===== config.mk =====
export PLATFORM = sky130hd
export DESIGN_NAME = lru_stack_multiset
export DESIGN_NICKNAME = d
export VERILOG_FILES = /design/src/rtl/lru_stack_multiset_pkg.sv /design/src/rtl/lru_stack_next.sv /design/src/rtl/lru_stack_multiset.sv
export SDC_FILE = /design/constraint.sdc
export NUM_CORES = 1
export LEC_CHECK = 0
export ABC_CLOCK_PERIOD_IN_PS = 5600
export BUFFER_PORTS_ARGS = -buffer_cell sky130_fd_sc_hd__buf_2
export CAP_MARGIN = 20
export CORE_ASPECT_RATIO = 1.4
export CORE_MARGIN = 5
export CORE_UTILIZATION = 33
export DETAILED_ROUTE_END_ITERATION = 16
export GPL_TIMING_DRIVEN = 0
export PLACE_DENSITY = 0.54
export SETUP_SLACK_MARGIN = 0.2
export SLEW_MARGIN = 20
export SYNTH_ARGS = -nofsm -noshare
export SYNTH_HDL_FRONTEND = slang
export SYNTH_SLANG_ARGS = --single-unit

===== constraint.sdc =====
create_clock -name clk -period 5.6 [get_ports clk]
set_clock_uncertainty 0.05 [all_clocks]
set_input_delay 0.28 -clock clk [delete_from_list [all_inputs] [get_ports clk]]
set_output_delay 0.28 -clock clk [all_outputs]
set_load 0.02 [all_outputs]

===== src/rtl/lru_stack_multiset_pkg.sv =====
// Shared types and helpers for the multi-set LRU recency-stack tracker.
package lru_pkg;

  typedef enum logic [1:0] {
    LRU_NOP,
    LRU_TOUCH,
    LRU_INVAL
  } lru_op_e;

  // Index width that never collapses to zero bits, so a single set still gets a 1-bit index.
  function automatic int clog2_min1(input int n);
    return (n <= 2) ? 1 : $clog2(n);
  endfunction

endpackage


===== src/rtl/lru_stack_next.sv =====
// Combinational next-state of one recency stack: touch promotes a way to MRU, inval demotes it to LRU.
module lru_stack_next
  import lru_pkg::*;
#(
  parameter int NUM_WAYS = 4,
  parameter int WAY_W    = 2
) (
  input  logic [NUM_WAYS*WAY_W-1:0] i_cur,
  input  lru_op_e                   i_op,
  input  logic [WAY_W-1:0]          i_way,
  output logic [NUM_WAYS*WAY_W-1:0] o_next
);

  logic [WAY_W-1:0] w_cur [NUM_WAYS];
  logic [WAY_W-1:0] w_nxt [NUM_WAYS];
  logic [WAY_W-1:0] w_pos;

  for (genvar g = 0; g < NUM_WAYS; g++) begin : g_pack
    assign w_cur[g] = i_cur[g*WAY_W +: WAY_W];
    assign o_next[g*WAY_W +: WAY_W] = w_nxt[g];
  end

  // The stack is a permutation, so exactly one position matches the way.
  always_comb begin
    w_pos = '0;
    for (int i = 0; i < NUM_WAYS; i++) begin
      if (w_cur[i] == i_way) w_pos = WAY_W'(i);
    end
  end

  always_comb begin
    for (int i = 0; i < NUM_WAYS; i++) w_nxt[i] = w_cur[i];
    case (i_op)
      LRU_TOUCH: begin
        w_nxt[0] = i_way;
        for (int i = 1; i < NUM_WAYS; i++) begin
          if (WAY_W'(i) <= w_pos) w_nxt[i] = w_cur[i-1];
        end
      end
      LRU_INVAL: begin
        for (int i = 0; i < NUM_WAYS - 1; i++) begin
          if (WAY_W'(i) >= w_pos) w_nxt[i] = w_cur[i+1];
        end
        w_nxt[NUM_WAYS-1] = i_way;
      end
      default: ;
    endcase
  end

endmodule


===== src/rtl/lru_stack_multiset.sv =====
// True-LRU tracker: one recency stack per set, touch/inval update ports and a registered LRU/MRU read port.
module lru_stack_multiset
  import lru_pkg::*;
#(
  parameter int  NUM_WAYS = 4,
  parameter int  NUM_SETS = 8,
  localparam int WAY_W    = clog2_min1(NUM_WAYS),
  localparam int SET_W    = clog2_min1(NUM_SETS)
) (
  input  logic             clk,
  input  logic             rst,
  input  logic             touch,
  input  logic [SET_W-1:0] touch_set,
  input  logic [WAY_W-1:0] touch_way,
  input  logic             inval,
  input  logic [SET_W-1:0] inval_set,
  input  logic [WAY_W-1:0] inval_way,
  input  logic [SET_W-1:0] rd_set,
  output logic [WAY_W-1:0] lru_way,
  output logic [WAY_W-1:0] mru_way
);

  localparam int STK_W = NUM_WAYS * WAY_W;

  logic [STK_W-1:0] r_stack [NUM_SETS];
  logic [WAY_W-1:0] r_lru;
  logic [WAY_W-1:0] r_mru;

  logic [STK_W-1:0] w_rst_stack;
  logic [STK_W-1:0] w_touch_next;
  logic [STK_W-1:0] w_inval_next;
  lru_op_e          w_touch_op;
  lru_op_e          w_inval_op;
  logic             w_inval_we;

  // Reset order puts way 0 at LRU and way NUM_WAYS-1 at MRU.
  always_comb begin
    w_rst_stack = '0;
    for (int i = 0; i < NUM_WAYS; i++) begin
      w_rst_stack[i*WAY_W +: WAY_W] = WAY_W'(NUM_WAYS - 1 - i);
    end
  end

  assign w_touch_op = touch ? LRU_TOUCH : LRU_NOP;
  assign w_inval_op = inval ? LRU_INVAL : LRU_NOP;

  // A hit on the same set wins over an invalidate.
  assign w_inval_we = inval && !(touch && (touch_set == inval_set));

  lru_stack_next #(
    .NUM_WAYS (NUM_WAYS),
    .WAY_W    (WAY_W)
  ) u_touch_next (
    .i_cur  (r_stack[touch_set]),
    .i_op   (w_touch_op),
    .i_way  (touch_way),
    .o_next (w_touch_next)
  );

  lru_stack_next #(
    .NUM_WAYS (NUM_WAYS),
    .WAY_W    (WAY_W)
  ) u_inval_next (
    .i_cur  (r_stack[inval_set]),
    .i_op   (w_inval_op),
    .i_way  (inval_way),
    .o_next (w_inval_next)
  );

  always_ff @(posedge clk) begin
    if (rst) begin
      for (int s = 0; s < NUM_SETS; s++) r_stack[s] <= w_rst_stack;
      r_lru <= '0;
      r_mru <= WAY_W'(NUM_WAYS - 1);
    end else begin
      if (touch)      r_stack[touch_set] <= w_touch_next;
      if (w_inval_we) r_stack[inval_set] <= w_inval_next;
      // Read port samples the stack as it stood before this edge's update.
      r_lru <= r_stack[rd_set][(NUM_WAYS-1)*WAY_W +: WAY_W];
      r_mru <= r_stack[rd_set][0 +: WAY_W];
    end
  end

  assign lru_way = r_lru;
  assign mru_way = r_mru;

endmodule


After elaboration in Yosys (flattened, before gate mapping):

Memory sizes are Yosys's and may differ from the RTL's. A register that Yosys moved wholly into a read port is not among the register bits.
Index checks and enable logic that the tools add are counted.

* register bits after elaboration: 0
* memories: 1
* word-level logic and storage cells: 65
* input port bits: 17
* RAM bits: 64
* output and inout port bits: 4

* reductions and logical operators: 5
* equality and inequality tests: 11
* mux-type cells: 36
* magnitude comparators: 12

Memories
* r_stack: depth 8, width 8, read ports 3, clocked after memory_dff 1, write ports 8, RTL line lru_stack_multiset.sv:25 `logic [STK_W-1:0] r_stack [NUM_SETS];`

Operator list (number)
* $mux 2: 17
* $pmux 8 s2: 2
* $mux 8: 2
* $reduce_or 8->1: 2
* $mux 1: 13
* $eq 2x2->1: 6
* $ge 1x2->1 const A: 4
* $le 2x2->1 const A: 4
* $mux 3: 2
* $ge 2x2->1 const A: 2
* $le 1x2->1 const A: 2
* $eq 3x3->1: 1
* $eq 1x2->1 const B: 1
* $eq 2x1->1 const B: 1
* $eq 2x2->1 const B: 1
* $logic_and 1x1->1: 2
* $eq 1x1->1 const B: 1
* $logic_not 1->1: 1

Depth between registers and ports, before layout:

Gate-level depths: netlist (run 1).

* word-level depth: 9
* mapped depth: 11
* gate-level depth less buffers: 7

Hierarchy:

A second synthesis (run 1) with hierarchy kept.

* cells, all modules: 489
* area, all modules: 5346.4 um^2

By module, submodules not included
* lru_stack_multiset: cells an instance 363, area an instance 4488.1 um^2, times used 1
* lru_stack_next: cells an instance 63, area an instance 429.2 um^2, times used 2

Worst setup path after synthesis (run 1):

No wires, ideal clock.

* path kind: in2reg
* start: in inval_set[0]
* end: mem r_stack[1][0] in the netlist's numbering, data pin
* setup time: 272 ps
* path slack: 2933 ps
* cell stages on the path: 8
* arrival: 2345 ps
* cells stage by stage: buf_6 mux4_2 mux2_2 mux2i_2 a211oi_4 o21bai_4 mux2i_4 a21oi_2

RTL lines
* from (decl): RTL line lru_stack_multiset.sv:16 `input logic [SET_W-1:0] inval_set,`
* to (decl): RTL line lru_stack_multiset.sv:25

==> flow_summary.yaml, run 1 <==
hold_path:
  hold_class: "in2reg"
finish:
  antennaDiodeCount: 0
  syn_to_final_growth_pct: 13.0
  layout-drive-gt1-share: 0.263
  fin_nets: 442
logic_synthesis:
  synth_enable_flop_cells: 64
  synth_top_area_frac: 0.399
  yosysWarnings: 0
  mappedNetlistNets: 418
  yosysSeqAreaShare: 0.416
  yosysUniqueCellTypes: 56
  syn_area_per_cell_um2: 12.0
  synth_flop_cell: "edfxtp_1"
  synthCells: 401
  yosys-top-cells-area: "edfxtp_1 (40%), mux4_2 (15%), o22ai_1 (5.5%)"
  ys_async_sr_fraction: 0
  synth_seq_cells: 68
  synth_fa_ha_area_frac: 0
  yosys.area_share.xor_xnor: 0.0182
  netlist_area_um2: 4820
  synth_area_leader_cell: "edfxtp_1"
  synth-simple-area-share: 0.113
  synth_compound_area_frac: 0.172
  synth_top_family_by_area: "multiplexers"
  synth_mux_area_frac: 0.250
drt:
  drt-initial-drc-count: 600
  viasPerCell: 6.33
  dr.pass1.iters: 5
  detail_route.wl_per_cell_um: 27.2
  antenna_left: 0
  wirelength_um: 16800
  num_vias: 3918
  drc: 0
timing:
  fin_ws_ns: 2.02
  setup_viol: 0
  hold_violations: 0
  maxSlewViolCount: 0
  rsz0062_at_grt: "false"
  maxSlewHeadroom: 0.372
  period_share: 0.640
  min_period_ns: 3.58
  fmax_mhz: 279
  setup_tns_ns: 0
  tightestPinTransition_ns: 0.935
floorplan:
  die_area_um2: 17100
  rows: 52
  start_util: 0.335
  die_y_um: 153
  ios: 21
  die_w_um: 112
  core-area_um2: 14400
clock_network:
  cts_tree: "yes"
  htree_levels: 3
  holdBufCountCts: 0
  numCtsBuffers: 9
  clk_pin_slew_ns: 0.06
  cts.repair.resized: 0
  cts.sink_count: 68
  cts_root_buf: "clkbuf_16"
  postCtsSetupRepairBufs: 0
  cts_buffer_depth: 2
  worstSkewPairLatency_ns: 0.34
global_route:
  gr-total-overflow: 0
  grt_pass1_wl_um: 24700
  grt_max_degree: 14
  grt_pass1_vias: 3912
  grtUsageTotal: 0.196
  antenna_found_initial: 0
pwr:
  powerDensity_nw_per_um2: 274
  irDropWorstVdd_mv: 0.138
  p_leak_nw: 1.63
job:
  cap_violations: 0
setup_path:
  crit_path_start_kind: "input port"
  critPathArrivalTime_ns: 3.51
  crit_start: "inval_set[1]"
  required_ns: 5.52
  worst-r2r-cell-count: 6
  r2r_start: "r_stack[4][6]"
  crit_path_end_kind: "flop"
  crit_type: "in2reg"
  cp_max_fo: 10
  endpoint: "r_stack[0][1]"
  r2r_setup_slack_ns: 2.50
  r2r_end: "r_stack[4][4]"
run_status:
  status: "complete, no violations"
placed_design:
  gp_congestion: 0.944
  preCtsSetupSlack_ns: 1.80
  dp_hpwl_um: 12600
  io_buffers: 13
## metal layers
layer / global-route usage / vias up / wire (um)
met5: 0 / - / 0
met4: 0.106 / 0 / 942
met3: 0.0301 / 67 / 1480
met2: 0.357 / 255 / 8880
met1: 0.216 / 1903 / 5510
li1: - / 1693 / -
## critical path: stages
cell and delay (ns):
buf_2 0.11, buf_1 0.57, buf_2 0.38, xor2_1 0.17, nor4_1 0.07, nor3b_1 0.39, nand2b_1 0.18, nor3_1 0.74
or3_1 0.59
## state kept, by name, summed over array words and instances (netlist names)
name / count
lru_way: 2
r_stack: 64
mru_way: 2
## synth_stat cells, types with 2 or more instances
master and number:
a21o_1 2, or3_1 9, buf_1 5, clkbuf_1 8, nand3_1 7, mux2i_1 11
xor2_1 7, inv_1 4, mux2_4 2, xnor2_1 3, mux2i_2 5, and2_1 3
nand3b_1 2, nor2_1 26, nor3b_1 3, o21ai_0 4, nand2b_1 7, mux2i_4 3
a221o_1 2, buf_2 7, a21oi_1 15, mux2_1 2, buf_6 4, a21oi_2 9
o21ai_1 2, o22ai_1 42, o221ai_1 8, mux2_2 12, nor2b_1 9, mux4_2 33
edfxtp_1 64, dfxtp_1 4, nand2_1 32, a211oi_1 2, nor3_1 5, a22oi_1 17
a211o_1 2
## kinds of logic after synthesis
kind of cell,after synthesis
xor gates and xnor gates,10
AOI/OAI and AO/OA,115
DFF,68
muxes,69
buffers and inverters,29
and+or+nand+nor,110
## report_power, final
group	switching, W	internal (W)	leakage, nW	total [W]
registers	0.0000106	0.000577	0.592	0.000588
logic	0.000179	0.0000998	0.878	0.000279
clock network	0.000233	0.000392	0.156	0.000625
total	0.000423	0.00107	1.63	0.00149
## layout by cell type (no fill, tap or decap), drive strengths merged, types with 4 or more instances in the layout
cell type  instances
nor2b              9
a22oi             18
o221ai             9
nor2              27
buf               29
xor2               7
dfxtp              4
nand3              7
mux2i             19
o21ai              6
clkinv             4
mux2              16
edfxtp            64
mux4              34
or3                9
inv                5
nand2             32
nor3               6
clkbuf            17
nand2b             7
o22ai             42
a21oi             24
## how the worst min path moves through the flow
stage                    from         end  slack (ns)  cells after the start
finish              rd_set[2]  mru_way[0]        0.23                      2
global route        rd_set[2]  mru_way[0]        0.25                      2
CTS                 rd_set[2]  mru_way[0]        0.25                      2
detailed placement  rd_set[2]  mru_way[1]        0.59                      2
global placement    rd_set[2]  mru_way[0]        0.60                      2
floorplan           rd_set[2]  mru_way[0]        0.35                      1
## metrics by stage
| stage | utilization | hold slack [ns] | power [W] | cell area [um2] | cells |
|---|---|---|---|---|---|
| 2_1_floorplan | - | 0.348 | 0.000792 | 4820 | 401 |
| 3_3_place_gp | 0.356 | 0.596 | 0.000868 | 5120 | 603 |
| 3_5_place_dp | 0.356 | 0.590 | 0.000872 | 5120 | 603 |
| 4_1_cts | 0.379 | 0.248 | 0.00149 | 5440 | 619 |
| 5_1_grt | 0.379 | 0.249 | 0.00153 | 5440 | 619 |
| 6_report | 0.379 | 0.235 | 0.00149 | 5440 | 619 |
## cell type report
cell class              instances  area [um2]
well taps                     189         236
clock inverters                 7        98.8
plain buffers                  24         129
flip-flops and latches         68        2000
inverters                       5        18.8
repair buffers                 13        65.1
fillers                      1379        8940
clock buffers                   9         225
multi-input cells             304        2670
Note: power is estimated with default switching activity, not from simulation.
==> run 2, diff against run 1 <==
--- a/config.mk
+++ b/config.mk
@@ -5,7 +5,8 @@
 export SDC_FILE = /design/constraint.sdc
 export NUM_CORES = 1
 export LEC_CHECK = 0
-export ABC_CLOCK_PERIOD_IN_PS = 5600
+export ABC_AREA = 1
+export ABC_CLOCK_PERIOD_IN_PS = 3500
 export BUFFER_PORTS_ARGS = -buffer_cell sky130_fd_sc_hd__buf_2
 export CAP_MARGIN = 20
 export CORE_ASPECT_RATIO = 1.4
==> constraint.sdc (replaced) <==
create_clock -name clk -period 3.5 [get_ports clk]
set_clock_uncertainty 0.05 [all_clocks]
set_input_delay 0.175 -clock clk [delete_from_list [all_inputs] [get_ports clk]]
set_output_delay 0.175 -clock clk [all_outputs]
set_load 0.02 [all_outputs]
==> flow_summary.yaml, run 2 <==
setup_path:
  timing.critical_path.mode_cell: "inv_1"
  crit_path_start_kind: "input port"
  crit_buf_inv: 4
  crit_chain: "buf_2 -> inv_1 -> buf_1 -> o2111ai_1 -> nand3_2 -> nor2_1 -> inv_1 -> nand3_1"
  crit_path_max_incr_delay_ns: 0.82
  required_ns: 3.42
  crit_type: "in2reg"
  cp_top_family: "simple AND/OR/NAND/NOR gates"
  crit_path_end_kind: "flop"
  critPathArrivalTime_ns: 2.99
  cp_max_fo: 10
  slowest_stage: "nor2_1"
timing:
  min_period_ns: 3.07
  maxSlewHeadroom: 0.297
  setup_viol: 0
  rsz0062_at_grt: "false"
  period_share: 0.876
  fin_ws_ns: 0.434
  maxSlewViolCount: 0
  setup_tns_ns: 0
  tightestPinTransition_ns: 1.04
  fmax_mhz: 326
  hold_violations: 0
global_route:
  antenna_found_initial: 0
  gr-total-overflow: 0
  grt_pass1_wl_um: 30100
  grtUsageTotal: 0.209
  grt_max_degree: 14
  grt_pass1_vias: 5195
finish:
  largest_reg_flops: 64
  antennaDiodeCount: 0
  regArea_um2: 2000
  multi_input_area_um2: 2740
  fin_nets: 847
  finalNonFillerCells: 1034
  layout.cells.most_common: "nand2_1"
  most-common-layout-cells: "nand2_1 (249), nand3_1 (131), inv_1 (125)"
  layout-drive-gt1-share: 0.109
  fillers: 1734
  syn_to_final_growth_pct: 12.5
  largest-register: "r_stack"
floorplan:
  start_util: 0.334
  die_area_um2: 19100
  die_y_um: 161
  ios: 21
  rows: 55
  die_w_um: 118
  core-area_um2: 16200
logic_synthesis:
  yosysUniqueCellTypes: 36
  netlist_area_um2: 5410
  syn_area_per_cell_um2: 6.72
  synth_enable_flop_cells: 64
  yosysMostFrequentCell: "nand2_1"
  synth_top_area_frac: 0.356
  yosys-top-cells-area: "edfxtp_1 (36%), nand2_1 (17%), nand3_1 (12%)"
  yosysSeqAreaShare: 0.370
  synth_flop_cell: "edfxtp_1"
  ys_async_sr_fraction: 0
  synth_area_leader_cell: "edfxtp_1"
  yosys-top-cells-count: "nand2_1 (249), nand3_1 (131), inv_1 (125)"
  synth_seq_cells: 68
  yosysWarnings: 0
  mappedNetlistNets: 821
  synthCells: 804
pwr:
  p_switching_w: 0.000806
  intPower_w: 0.00178
  irDropWorstVdd_mv: 0.198
  p_leak_nw: 2.77
  sw_frac_of_total: 0.312
  p_clk_frac: 0.415
  comb_power_share: 0.210
  power.share.sequential: 0.375
  powerDensity_nw_per_um2: 425
placed_design:
  gp_congestion: 0.961
  placed_cells_incl_taps: 1018
  io_buffers: 15
  dp_hpwl_um: 15500
  preCtsSetupSlack_ns: 0.231
clock_network:
  cts_tree: "yes"
  cts_root_buf: "clkbuf_16"
  worstSkewPairLatency_ns: 0.35
  cts.repair.resized: 0
  cts.sink_count: 68
  htree_levels: 3
  postCtsSetupRepairBufs: 0
  clk_pin_slew_ns: 0.06
  numCtsBuffers: 9
  holdBufCountCts: 0
  cts_buffer_depth: 2
drt:
  num_vias: 5469
  drt-initial-drc-count: 725
  wirelength_um: 20300
  drc: 0
  dr.pass1.iters: 8
  antenna_left: 0
  detail_route.wl_per_cell_um: 19.6
  viasPerCell: 5.29
hold_path:
  hold_class: "in2reg"
run_status:
  status: "complete, no violations"
job:
  cap_violations: 0
[run 2: tightest hold or removal path, delay by kind of cell]
kind          cells  cell delay [ns]
buf+inv           1             0.13
simple gates      2             0.16
[run 2: kinds of logic (layout without fill, tap and decap cells)]
logic type	count (synthesis)	after routing	share of synthesized area
AO/OA/AOI/OAI	118	118	0.116
XOR/XNOR	2	2	0.00463
buffers and inverters	156	187	0.123
flip-flops	68	68	0.370
AND/OR/NAND/NOR	460	460	0.386
[run 2: power by group through the flow]
stage	clock network (W)	registers (W)	logic (W)
after floorplan	0	0.000977	0.000360
after global placement	0	0.000985	0.000535
after detailed placement	0	0.000985	0.000534
after CTS	0.00108	0.000968	0.000536
after global routing	0.00111	0.000973	0.000594
final	0.00107	0.000969	0.000544
[run 2: metrics by stage]
| step | power, W | area [um2] | hold WS (ns) | util |
|---|---|---|---|---|
| final | 0.00259 | 6080 | 0.112 | 0.376 |
| after global routing | 0.00268 | 6080 | 0.144 | 0.376 |
| after CTS | 0.00258 | 6080 | 0.113 | 0.376 |
| after detailed placement | 0.00152 | 5730 | 0.466 | 0.354 |
| after global placement | 0.00152 | 5730 | 0.450 | 0.354 |
| after floorplan | 0.00134 | 5410 | 0.279 | - |
[run 2: per-layer routing]
metal,wire [um],global-route usage
met3,1680,0.0406
met2,9920,0.355
met5,0,0
met4,1060,0.109
met1,7640,0.249
[run 2: final cells by class]
class                   instances  share of cell area
inverters                     133              0.0828
plain buffers                  23              0.0268
repair buffers                 15              0.0124
clock buffers                   9              0.0371
multi-input cells             580               0.450
flip-flops and latches         68               0.329
clock inverters                 7              0.0204
well taps                     199              0.0410
[run 2: final timing paths]
| kind | depth (start not counted) | startpoint | end | slack (ns) |
|---|---|---|---|---|
| setup reg to reg | 12 | r_stack[0][6] | r_stack[1][0] | 1.06 |
| hold reg to reg | 4 | r_stack[1][0] | mru_way[0] | 0.60 |
| hold / removal | 3 | rd_set[2] | mru_way[0] | 0.11 |
| setup / recovery | 8 | inval_set[1] | r_stack[5][5] | 0.43 |
==> run 3, diff against run 2 <==
--- a/config.mk
+++ b/config.mk
@@ -6,15 +6,17 @@
 export NUM_CORES = 1
 export LEC_CHECK = 0
 export ABC_AREA = 1
-export ABC_CLOCK_PERIOD_IN_PS = 3500
+export ABC_CLOCK_PERIOD_IN_PS = 2900
 export BUFFER_PORTS_ARGS = -buffer_cell sky130_fd_sc_hd__buf_2
 export CAP_MARGIN = 20
+export CELL_PAD_IN_SITES_DETAIL_PLACEMENT = 1
+export CELL_PAD_IN_SITES_GLOBAL_PLACEMENT = 1
 export CORE_ASPECT_RATIO = 1.4
 export CORE_MARGIN = 5
 export CORE_UTILIZATION = 33
 export DETAILED_ROUTE_END_ITERATION = 16
 export GPL_TIMING_DRIVEN = 0
-export PLACE_DENSITY = 0.54
+export PLACE_DENSITY = 0.68
 export SETUP_SLACK_MARGIN = 0.2
 export SLEW_MARGIN = 20
 export SYNTH_ARGS = -nofsm -noshare
==> constraint.sdc (replaced) <==
create_clock -name clk -period 2.9 [get_ports clk]
set_clock_uncertainty 0.05 [all_clocks]
set_input_delay 0.145 -clock clk [delete_from_list [all_inputs] [get_ports clk]]
set_output_delay 0.145 -clock clk [all_outputs]
set_load 0.02 [all_outputs]
==> flow_summary.yaml, run 3 (synthesized netlist as in run 2, its figures left out) <==
run_status:
  status: "complete, no violations"
placed_design:
  gp_congestion: 0.925
  dp_hpwl_um: 17800
  io_buffers: 15
  placed_cells_incl_taps: 1018
timing:
  min_period_ns: 2.88
  rsz0062_at_grt: "true"
  maxSlewHeadroom: 0.269
  period_share: 0.993
  fmax_mhz: 347
  setup_tns_ns: 0
  setup_viol: 0
  hold_violations: 0
  tightestPinTransition_ns: 1.08
  maxSlewViolCount: 0
pwr:
  powerDensity_nw_per_um2: 510
  irDropWorstVdd_mv: 0.238
  p_leak_nw: 2.78
global_route:
  grt_pass1_wl_um: 34800
  antenna_found_initial: 0
  grt_max_degree: 13
  gr-total-overflow: 0
  grtUsageTotal: 0.240
  grt_pass1_vias: 5996
setup_path:
  crit_path_end_kind: "flop"
  cp_top_family: "simple AND/OR/NAND/NOR gates"
  crit_type: "in2reg"
  cp_max_fo: 10
  timing.critical_path.mode_cell: "inv_1"
  slowest_stage: "nand3_1"
  critPathArrivalTime_ns: 2.79
  required_ns: 2.81
  crit_path_start_kind: "input port"
  crit_buf_inv: 4
  crit_chain: "buf_2 -> inv_1 -> buf_1 -> o2111ai_1 -> nand3_2 -> nor2_2 -> inv_1 -> nand3_1"
  crit_path_max_incr_delay_ns: 0.57
finish:
  antennaDiodeCount: 0
  fin_nets: 847
  layout-drive-gt1-share: 0.121
  final_util: 0.378
  syn_to_final_growth_pct: 13.1
  finalNonFillerCells: 1034
  fillers: 2100
  most-common-layout-cells: "nand2_1 (249), nand3_1 (127), inv_1 (125)"
  largest_reg_flops: 64
  layout.cells.most_common: "nand2_1"
  largest-register: "r_stack"
floorplan:
  die_y_um: 161
  rows: 55
  die_area_um2: 19100
  die_w_um: 118
  start_util: 0.334
  core-area_um2: 16200
  ios: 21
drt:
  dr.pass1.iters: 5
  detail_route.wl_per_cell_um: 22.2
  drt-initial-drc-count: 548
  drc: 0
  wirelength_um: 23000
  num_vias: 5793
  viasPerCell: 5.60
  antenna_left: 0
clock_network:
  postCtsSetupRepairBufs: 0
  cts.sink_count: 68
  clk_pin_slew_ns: 0.06
  numCtsBuffers: 9
  cts_tree: "yes"
  worstSkewPairLatency_ns: 0.34
  cts_buffer_depth: 2
  htree_levels: 3
  cts_root_buf: "clkbuf_16"
job:
  cap_violations: 0
hold_path:
  hold_class: "in2reg"
==> run 3: cell types whose count changed in the layout (fill, tap and decap cells not counted) <==
cell,previous run,this run
clkinvlp_4,1,0
nand3_2,9,13
nor2_4,4,5
nand3_1,131,127
nor2_1,36,28
clkinv_1,1,3
inv_6,1,0
nor2_2,5,12
==> run 3: what timing repair did <==
| action | in CTS | in global routing |
|---|---|---|
| hold buffers | 0 | 0 |
| gates resized for setup | 12 | 1 |
| endpoints found under the setup margin | 66 | 64 |
| gates cloned | 0 | 0 |
==> run 3: worst register-to-register path, cell delays in order (launching register included) <==
cell and delay, ns:
edfxtp_1 0.45, nand4_1 0.13, nand2_1 0.05, nor2_1 0.33
nand2_1 0.21, nand2_1 0.10, nand2_1 0.06, nand2_2 0.16
nand2_2 0.12, nor2_4 0.14, nand3_2 0.21, nand3_1 0.16
nand2_1 0.09
==> run 3: worst paths after layout <==
path | startpoint | end | slack (ns) | cells past startpoint
setup / recovery | inval_set[1] | r_stack[4][6] | 0.02 | 8
hold / removal | rd_set[2] | mru_way[0] | 0.08 | 3
setup reg to reg | r_stack[4][6] | r_stack[4][1] | 0.38 | 12
hold reg to reg | r_stack[3][7] | lru_way[1] | 0.63 | 2
==> run 3: stage by stage <==
stage | total power (W) | setup slack (ns) | cell area (um2) | hold slack [ns]
after floorplan | 0.00161 | 0.983 | 5410 | 0.249
after global placement | 0.00184 | -0.517 | 5730 | 0.419
after detailed placement | 0.00186 | -0.593 | 5730 | 0.424
after CTS | 0.00310 | 0.137 | 6110 | 0.0798
after global routing | 0.00322 | 0.00803 | 6110 | 0.108
final | 0.00312 | 0.0199 | 6110 | 0.0849
==> run 3: where the power goes <==
group          switching (W)  internal (W)  leakage (nW)  total, W
registers          0.0000348       0.00114         0.643   0.00117
logic               0.000518      0.000168          1.97  0.000685
clock network       0.000424      0.000836         0.165   0.00126
total               0.000977       0.00214          2.78   0.00312
==> run 3: final cells by class <==
cell class	instances	area (um2)	share of cell area
buffer	23	163	0.0266
clock buffer	9	225	0.0368
inverter	133	503	0.0823
sequential	68	2000	0.327
clock inverter	7	115	0.0188
timing repair buffer	15	75.1	0.0123
tap	199	249	0.0407
multi-input combinational	580	2780	0.455
==> run 3: routing by layer <==
metal,track usage,wire [um],vias up,share of wire
met5,0,0,-,0
met4,0.122,1140,0,0.050
met3,0.0305,1380,63,0.060
met2,0.420,11400,224,0.50
met1,0.287,9060,2809,0.39
li1,-,-,2697,-
